===== src/rtl/mdl_if.sv =====
// Command/response interface for the mdl word store.
// Optional zero flag present when MDL_ZERO_FLAG_EN is defined.
`default_nettype none

interface mdl_if #(
  parameter int WIDTH = 8,
  parameter int AW    = 3
) ();
  logic             cmd_valid;
  logic             cmd_ready;
  logic [2:0]       cmd_op;
  logic [AW-1:0]    cmd_addr;
  logic [WIDTH-1:0] cmd_wdata;
  logic [WIDTH-1:0] rdata;
  logic             rvalid;
  logic             err;
  logic             carry;
`ifdef MDL_ZERO_FLAG_EN
  logic             zero;
`endif

  modport master (
`ifdef MDL_ZERO_FLAG_EN
    input  zero,
`endif
    output cmd_valid, cmd_op, cmd_addr, cmd_wdata,
    input  cmd_ready, rdata, rvalid, err, carry
  );

  modport slave (
`ifdef MDL_ZERO_FLAG_EN
    output zero,
`endif
    input  cmd_valid, cmd_op, cmd_addr, cmd_wdata,
    output cmd_ready, rdata, rvalid, err, carry
  );
endinterface

`default_nettype wire


===== src/rtl/mdl.sv =====
// ---------------------------------------------------------------------------
// Module : mdl
// Brief  : DEPTH x WIDTH word store with in-place SHR2/SHL1/INC, LOAD, CLR,
//          READ over a valid/ready command interface. Optional feature macro:
//          MDL_ZERO_FLAG_EN (adds registered zero flag updated on READ).
// Rev    : 1.0  initial release
// ---------------------------------------------------------------------------
`default_nettype none

module mdl #(
  parameter int WIDTH = 8,
  parameter int DEPTH = 5,
  parameter int AW    = 3
) (
  input  logic clk,
  input  logic rst_n,
  mdl_if.slave bus_if
);

  localparam logic [2:0] OP_NOP  = 3'b000;
  localparam logic [2:0] OP_SHR2 = 3'b001;
  localparam logic [2:0] OP_SHL1 = 3'b010;
  localparam logic [2:0] OP_LOAD = 3'b011;
  localparam logic [2:0] OP_CLR  = 3'b100;
  localparam logic [2:0] OP_INC  = 3'b101;
  localparam logic [2:0] OP_READ = 3'b110;
  localparam logic [2:0] OP_RSVD = 3'b111;

  typedef enum logic [0:0] {
    ST_IDLE = 1'b0,
    ST_WB   = 1'b1
  } state_t;

  state_t           state_q;
  logic [WIDTH-1:0] mem_q [DEPTH];
  logic             ready_q;
  logic             rvalid_q;
  logic             err_q;
  logic             carry_q;
  logic [WIDTH-1:0] rdata_q;
  logic [WIDTH-1:0] opnd_q;
  logic [2:0]       op_q;
  logic [AW-1:0]    addr_q;
`ifdef MDL_ZERO_FLAG_EN
  logic             zero_q;
`endif

  logic             accept;
  logic             addr_ok;
  logic             illegal;
  logic [WIDTH-1:0] wb_result_d;
  logic             wb_carry_d;

  assign accept  = bus_if.cmd_valid & ready_q;
  // One extra bit so DEPTH == 2**AW still compares correctly.
  assign addr_ok = ({1'b0, bus_if.cmd_addr} < (AW+1)'(DEPTH));
  assign illegal = (bus_if.cmd_op == OP_RSVD) ||
                   (!addr_ok && (bus_if.cmd_op != OP_NOP) && (bus_if.cmd_op != OP_CLR));

  always_comb begin
    wb_result_d = opnd_q;
    wb_carry_d  = 1'b0;
    case (op_q)
      OP_SHR2: wb_result_d = opnd_q >> 2;
      OP_SHL1: begin
        wb_result_d = opnd_q << 1;
        wb_carry_d  = opnd_q[WIDTH-1];
      end
      OP_INC: begin
        wb_result_d = opnd_q + WIDTH'(1);
        wb_carry_d  = &opnd_q;
      end
      default: ;
    endcase
  end

  always_ff @(posedge clk or negedge rst_n) begin
    if (!rst_n) begin
      state_q  <= ST_IDLE;
      for (int i = 0; i < DEPTH; i++) mem_q[i] <= '0;
      ready_q  <= 1'b1;
      rvalid_q <= 1'b0;
      err_q    <= 1'b0;
      carry_q  <= 1'b0;
      rdata_q  <= '0;
      opnd_q   <= '0;
      op_q     <= OP_NOP;
      addr_q   <= '0;
`ifdef MDL_ZERO_FLAG_EN
      zero_q   <= 1'b0;
`endif
    end else begin
      rvalid_q <= 1'b0;
      err_q    <= 1'b0;
      case (state_q)
        ST_IDLE: begin
          if (accept) begin
            if (illegal) begin
              err_q <= 1'b1;
            end else begin
              case (bus_if.cmd_op)
                OP_LOAD: mem_q[bus_if.cmd_addr] <= bus_if.cmd_wdata;
                OP_CLR: begin
                  for (int i = 0; i < DEPTH; i++) mem_q[i] <= '0;
                  carry_q <= 1'b0;
                end
                OP_READ: begin
                  rdata_q  <= mem_q[bus_if.cmd_addr];
                  rvalid_q <= 1'b1;
`ifdef MDL_ZERO_FLAG_EN
                  zero_q   <= (mem_q[bus_if.cmd_addr] == '0);
`endif
                end
                OP_SHR2, OP_SHL1, OP_INC: begin
                  opnd_q  <= mem_q[bus_if.cmd_addr];
                  op_q    <= bus_if.cmd_op;
                  addr_q  <= bus_if.cmd_addr;
                  state_q <= ST_WB;
                  ready_q <= 1'b0;
                end
                default: ;
              endcase
            end
          end
        end
        ST_WB: begin
          mem_q[addr_q] <= wb_result_d;
          if (wb_carry_d) carry_q <= 1'b1;
          state_q <= ST_IDLE;
          ready_q <= 1'b1;
        end
        default: begin
          state_q <= ST_IDLE;
          ready_q <= 1'b1;
        end
      endcase
    end
  end

  assign bus_if.cmd_ready = ready_q;
  assign bus_if.rdata     = rdata_q;
  assign bus_if.rvalid    = rvalid_q;
  assign bus_if.err       = err_q;
  assign bus_if.carry     = carry_q;
`ifdef MDL_ZERO_FLAG_EN
  assign bus_if.zero      = zero_q;
`endif

endmodule

`default_nettype wire


===== src/flat_wrapper.sv =====
// flat-port wrapper written by rule: the top's interface ports become plain ports
module mdl_flat 
#(
  parameter int WIDTH = 8,
  parameter int DEPTH = 5,
  parameter int AW    = 3
)
  (clk, rst_n, bus_if_cmd_valid, bus_if_cmd_op, bus_if_cmd_addr, bus_if_cmd_wdata, bus_if_cmd_ready, bus_if_rdata, bus_if_rvalid, bus_if_err, bus_if_carry);
  mdl_if #(.WIDTH(WIDTH), .AW(AW)) bus_if_i ();
  input  logic clk;
  input  logic rst_n;
  input wire logic [$bits(bus_if_i.cmd_valid)-1:0] bus_if_cmd_valid;
  input wire logic [$bits(bus_if_i.cmd_op)-1:0] bus_if_cmd_op;
  input wire logic [$bits(bus_if_i.cmd_addr)-1:0] bus_if_cmd_addr;
  input wire logic [$bits(bus_if_i.cmd_wdata)-1:0] bus_if_cmd_wdata;
  output wire logic [$bits(bus_if_i.cmd_ready)-1:0] bus_if_cmd_ready;
  output wire logic [$bits(bus_if_i.rdata)-1:0] bus_if_rdata;
  output wire logic [$bits(bus_if_i.rvalid)-1:0] bus_if_rvalid;
  output wire logic [$bits(bus_if_i.err)-1:0] bus_if_err;
  output wire logic [$bits(bus_if_i.carry)-1:0] bus_if_carry;
  assign bus_if_i.cmd_valid = bus_if_cmd_valid;
  assign bus_if_i.cmd_op = bus_if_cmd_op;
  assign bus_if_i.cmd_addr = bus_if_cmd_addr;
  assign bus_if_i.cmd_wdata = bus_if_cmd_wdata;
  assign bus_if_cmd_ready = bus_if_i.cmd_ready;
  assign bus_if_rdata = bus_if_i.rdata;
  assign bus_if_rvalid = bus_if_i.rvalid;
  assign bus_if_err = bus_if_i.err;
  assign bus_if_carry = bus_if_i.carry;
  mdl #(.WIDTH(WIDTH), .DEPTH(DEPTH), .AW(AW)) u_core (.clk(clk), .rst_n(rst_n), .bus_if(bus_if_i));
endmodule

===== config.mk =====
export PLATFORM = sky130hd
export DESIGN_NAME = mdl_flat
export DESIGN_NICKNAME = d
export VERILOG_FILES = /design/src/rtl/mdl_if.sv /design/src/rtl/mdl.sv /design/src/flat_wrapper.sv
export SDC_FILE = /design/constraint.sdc
export NUM_CORES = 1
export LEC_CHECK = 0
export CAP_MARGIN = 20
export CORE_ASPECT_RATIO = 0.9
export CORE_MARGIN = 3
export CORE_UTILIZATION = 60
export CTS_BUF_LIST = sky130_fd_sc_hd__clkbuf_4
export DETAILED_ROUTE_END_ITERATION = 10
export GPL_TIMING_DRIVEN = 1
export PLACE_DENSITY = 0.9
export REMOVE_ABC_BUFFERS = 1
export SYNTH_ARGS = -nofsm -noshare
export SYNTH_HDL_FRONTEND = slang
export SYNTH_SLANG_ARGS = --single-unit

===== constraint.sdc =====
create_clock -name clk -period 5.85 [get_ports clk]
set_input_delay 1.4625 -clock clk [delete_from_list [all_inputs] [get_ports clk]]
set_output_delay 1.4625 -clock clk [all_outputs]
set_load 0.005 [all_outputs]

After elaboration in Yosys (flattened, before gate mapping)
Index checks and enable logic that the tools add are counted.
{ "op_classes": {"n_addsub": 1, "n_lt_le_gt_ge": 5, "n_eq_ne": 17, "muxes": 35, "bitwise": 5, "n_reduce_logical": 14} }
{ "op_table": {"columns": ["op", "n"], "rows": [
  ["one-hot mux 40 bit (2 select lines)", 2],
  ["bitwise mux 40 bit", 2],
  ["2-to-1 mux 40 bit", 2],
  ["demux 8 bit (select 3 bit)", 2],
  ["2-to-1 mux 8 bit", 4],
  ["binary-select mux 8 bit (select 3 bit)", 1],
  ["one-hot mux 8 bit (3 select lines)", 1],
  ["2-to-1 mux 1 bit", 17],
  ["== test 3 bit, second input constant", 5],
  ["AND reduction 4 bit", 3],
  ["== test 3 x 2 -> 1 bit, second input constant", 3],
  ["adder 8 x 1 -> 8 bit, second input constant", 1],
  ["greater-or-equal comparator 4 bit, second input constant", 2],
  ["less-than comparator 4 x 1 -> 1 bit, second input constant", 2],
  ["inequality test 2 bit, second input constant", 4],
  ["NOT 3 -> 4 bit", 2],
  ["one-hot mux 1 bit (2 select lines)", 4],
  ["AND reduction 8 bit", 1],
  ["== test 3 x 1 -> 1 bit, second input constant", 2],
  ["inequality test 3 bit, second input constant", 2],
  ["AND reduction 3 bit", 2],
  ["logical AND 1 bit", 4],
  ["less-than comparator 3 bit, second input constant", 1],
  ["nonzero test 3 bit", 1],
  ["other kinds (6)", 7]
]} }
{ "totals": {"register_bits": 67, "inputBits": 17, "out_inout_bits": 12, "word_cells": 91} }

Depth between registers and ports, before layout
{ "logic_depth": {"word_depth": 10, "ltp_mapped": 8, "ltp_nobuf": 6} }

Least setup slack after synthesis
OpenSTA, ideal clock, no wires.
{ "synth_timing": {"kind": "input to register", "startpoint": "in bus_if_cmd_addr[1]", "endpoint": "reg u_core.mem_q[32] (netlist bit)", "setup_time_ns": 0.125, "arrival_time_ns": 2.923, "required_ns": 5.725, "path_slack_ns": 2.802, "path_stages": 5, "n_path_buf": 2, "cell_sequence": "buf_6 -> or3_4 -> buf_6 -> a311oi_4 -> mux2_4"} }
{ "synth_between": {"elab_chain_cells": 10, "elab_cells_between_ends": 18, "cone_classes": "order compare: 3; eq/ne: 1; mux: 7; bitwise: 1; reduce/logical: 6"} }
{ "synth_lines": {"columns": ["item", "line_no", "source"], "rows": [
  ["start, declared", "flat_wrapper.sv:14", "input wire logic [$bits(bus_if_i.cmd_addr)-1:0] bus_if_cmd_addr;"],
  ["NOT 3 -> 4 bit (not written as such)", "mdl.sv:102", "OP_LOAD: mem_q[bus_if.cmd_addr] <= bus_if.cmd_wdata;"],
  ["greater-or-equal comparator 4 bit (not written as such) / less-than comparator 4 x 1 -> 1 bit (equally long branches)", "mdl.sv:102", null],
  ["logical AND 1 bit (not written as such)", "mdl.sv:102", null],
  ["2-to-1 mux 8 bit (not written as such)", "mdl.sv:102", null],
  ["demux 8 bit (select 3 bit)", "mdl.sv:102", null],
  ["bitwise mux 40 bit", "mdl.sv:102", null],
  ["one-hot mux 40 bit (2 select lines)", "mdl.sv:101", "case (bus_if.cmd_op)"],
  ["2-to-1 mux 40 bit", "mdl.sv:98", "if (illegal) begin"],
  ["2-to-1 mux 40 bit", "mdl.sv:97", "if (accept) begin"],
  ["one-hot mux 40 bit (2 select lines)", "mdl.sv:95", "case (state_q)"],
  ["end signal, assigned by index", "mdl.sv:102", null],
  ["end signal, assigned by index", "mdl.sv:127", "mem_q[addr_q] <= wb_result_d;"],
  ["end, declared", "mdl.sv:35", "logic [WIDTH-1:0] mem_q [DEPTH];"]
]} }
Parallel ways exist; a longest one is shown, timed or not. The select of a mux whose other input is x is not followed.
A chain may end at the register's enable or synchronous reset.

Final worst setup path
{ "layout_timing": {"startpoint": "in bus_if_cmd_addr[0]", "endpoint": "reg u_core.mem_q[17] (netlist bit)"} }
The elaborated chain is that of the path after synthesis.

==> flow_summary.json <==
{
  "status": "complete, no violations",
  "n_antenna_cell": 0,
  "cts_resized": 0,
  "postCtsSetupBuffers": 0,
  "p_leak_nw": 1.79,
  "clock-sinks": 67,
  "grt_overflow": 0,
  "hold_class": "flip-flop to flip-flop",
  "ys_seq_elements": 67,
  "io_buffers": 28,
  "grt_first_pass_wirelength_um": 17300,
  "syn_inst": 387,
  "core_sq_mm": 0.00632,
  "via_per_inst": 6.96,
  "syn_area_per_cell_sq_um": 10.5,
  "crit_buf_inv": 1,
  "die_area_sq_mm": 0.00777,
  "drtPass1Iterations": 7,
  "setup-violations-final": 0,
  "crit_path_top_delay_cell": "clkdlybuf4s50_1",
  "finClkSkew_ps": 12.0,
  "synth_top_area_share_pct": 40.8,
  "die_height_um": 83.9,
  "clk_pin_slew_ps": 110,
  "yosys.area.top_type": "dfrtp_1",
  "clockBufferDepth": 2,
  "hpwlAfterDp_um": 7280,
  "fin_crit_ps": 3920,
  "max_freq_ghz": 0.255,
  "vdd_drop_max_mv": 0.240,
  "yosysSeqAreaShare_pct": 41.5,
  "dp.cells": 475,
  "max_slew_margin_pct": 28.1,
  "powerDensity_mw_per_mm2": 402,
  "critPathMaxFanout": 16,
  "rsz0062_at_grt": "no",
  "cpLargestDelayFamily": "compound AO/OA/AOI/OAI gates",
  "htree_levels": 3,
  "final_cells": 491,
  "worst_pin_slew_ps": 1070,
  "yosys.cell_types.count": 72,
  "cp_slowest_stage_delay_ps": 810,
  "ys_warn_count": 0,
  "post-route-drc-count": 0,
  "cp.arrival_ps": 4250,
  "die_w_um": 92.6,
  "async_flop_share_pct": 100,
  "required_ps": 6180,
  "io_pins": 29,
  "antenna_found_initial": 0,
  "wl_um": 10600,
  "via_count": 3415,
  "crit_path_end_kind": "flip-flop",
  "fin_crit_sh_pct": 67.0,
  "cts_made_buffers": 9,
  "crit_chain": "clkdlybuf4s50_1, or3b_1, a311oi_2, o221ai_1, o21a_1",
  "drv_slew": 0,
  "nets": 417,
  "drt_iter0_markers": 437,
  "cts_tree": "done",
  "gp_congestion": 0.941,
  "rows": 27,
  "syn_area_sq_mm": 0.00405,
  "clk_latency_ps": 430,
  "ys_top_cells_by_area": "dfrtp_1 (41%), mux2_4 (5.6%), o221a_1 (4.2%), o21ai_0 (3.5%), a21oi_1 (2.8%)",
  "cts_root_buf": "clkbuf_4",
  "start_kind": "primary input",
  "ctsHoldBuffers": 0,
  "worstSetupPathType": "primary input to flip-flop",
  "ant_nets": 0,
  "routedWlPerCell_um": 21.6,
  "maxCapViolations": 0,
  "grt_max_degree": 68,
  "ys.flop_type": "dfrtp_1",
  "drive_gt1_share_pct": 15.3,
  "tns_ps": 0,
  "initial_core_util_pct": 64.1,
  "grt_pass1_vias": 3267,
  "synth_edf_count": 0,
  "hold_violations": 0,
  "syn_to_final_growth_pct": 10.7,
  "gr-usage-all-layers_pct": 28.7
}
[sequential cells by signal, indices dropped and copies added (netlist names)]
register / cells
u_core.addr_q: 3
u_core.bus_if.carry: 1
u_core.bus_if.cmd_ready: 1
u_core.bus_if.err: 1
u_core.bus_if.rdata: 8
u_core.bus_if.rvalid: 1
u_core.mem_q: 40
u_core.op_q: 3
u_core.opnd_q: 8
u_core.state_q: 1
[cells in the mapped netlist (all sizes together), types with 2 or more instances]
master and count:
mux4 5, or3b 2, a21oi 24, nor3 6
o221ai 9, o22a 3, nor2 27, nor2b 10
a32o 2, inv 4, a31o 2, o22ai 16
o21bai 2, nor4bb 3, o21a 4, dfrtp 66
nor3b 3, mux2 30, a211oi 6, nand4 2
xnor2 2, nand2b 5, a21o 2, and3 3
a31oi 2, nand3b 3, o221a 15, buf 16
nand2 29, and2 3, mux2i 2, a22oi 6
and3b 2, clkbuf 13, a311oi 4, nand3 5
o21ai 30
[power breakdown]
group | switching, mW | internal [mW] | leakage [nW]
combinational | 0.299 | 0.314 | 0.825
sequential | 0.181 | 0.618 | 0.867
clock | 0.170 | 0.218 | 0.0978
total | 0.650 | 1.15 | 1.79
[final timing paths]
path	start	end	slack [ps]	cells past startpoint
min reg2reg	u_core.mem_q[2]	u_core.mem_q[2]	500	1
min in group asynchronous	rst_n	u_core.bus_if.rdata[5]	1200	2
max reg2reg	u_core.op_q[2]	u_core.mem_q[35]	3110	5
min	u_core.mem_q[2]	u_core.mem_q[2]	500	1
max	bus_if_cmd_addr[0]	u_core.mem_q[17]	1930	5
max in group asynchronous	rst_n	u_core.mem_q[23]	4100	2
[worst register-to-register path: stages (launching register included)]
cell	delay (ps)
dfrtp_1	620
nor2_1	550
o2bb2ai_1	120
a311oi_1	840
o22ai_1	210
mux2_4	300
[cells by family after synthesis]
kind of cell / share of synthesized area [%]
adders and majority gates: 0.309
and+or+nand+nor: 15.3
muxes: 13.0
buffers and inverters: 4.05
DFF: 41.5
xor gates and xnor gates: 0.433
AOI/OAI and AO/OA: 25.4
[metrics by stage]
stage | utilization [%] | hold slack (ps) | cell area (sq um) | power [mW] | setup WS (ps)
finish | 70.9 | 503 | 4480 | 1.80 | 1930
global route | 70.9 | 528 | 4480 | 1.89 | 1740
CTS | 70.9 | 502 | 4480 | 1.78 | 1920
detailed placement | 68.1 | 476 | 4300 | 1.40 | 1480
global placement | 68.1 | 474 | 4300 | 1.38 | 1680
floorplan | - | 458 | 3900 | 1.14 | 2760
[metal layers]
layer  track usage, %  routed length (um)  share of wire, %
met3             7.12                 997               9.4
met4             10.5                 250               2.4
met5                0                   0                 0
met1             40.6                4510                42
met2             42.7                4870                46
[cells in the final DEF (no fill, tap or decap), types with 3 or more instances in the layout]
cell,netlist,final
nand3_1,4,4
dfrtp_1,66,66
a211oi_1,5,5
o22a_1,3,3
o22ai_1,16,16
and2_1,3,3
nor2b_1,10,10
a22oi_1,6,6
clkbuf_4,0,10
a21oi_1,23,23
o221a_1,15,15
clkdlybuf4s50_1,0,27
o221ai_1,9,9
mux2_4,15,15
inv_1,4,4
nor3_1,6,6
nand2b_1,5,5
nand2_1,29,29
o21ai_0,28,28
mux4_2,5,5
mux2_2,8,8
o21a_1,4,4
nor2_1,26,26
and3_1,3,3
bufinv_16,0,3
nor4bb_1,3,3
mux2_1,7,7
[layout make-up]
class	count	area, sq um
multi-input cells	286	2210
fillers	487	1840
flip-flops and latches	67	1680
repair buffers	30	290
well taps	87	109
clock inverters	6	104
clock buffers	10	75.1
inverters	5	18.8
Power figures use the tool's default switching activity.
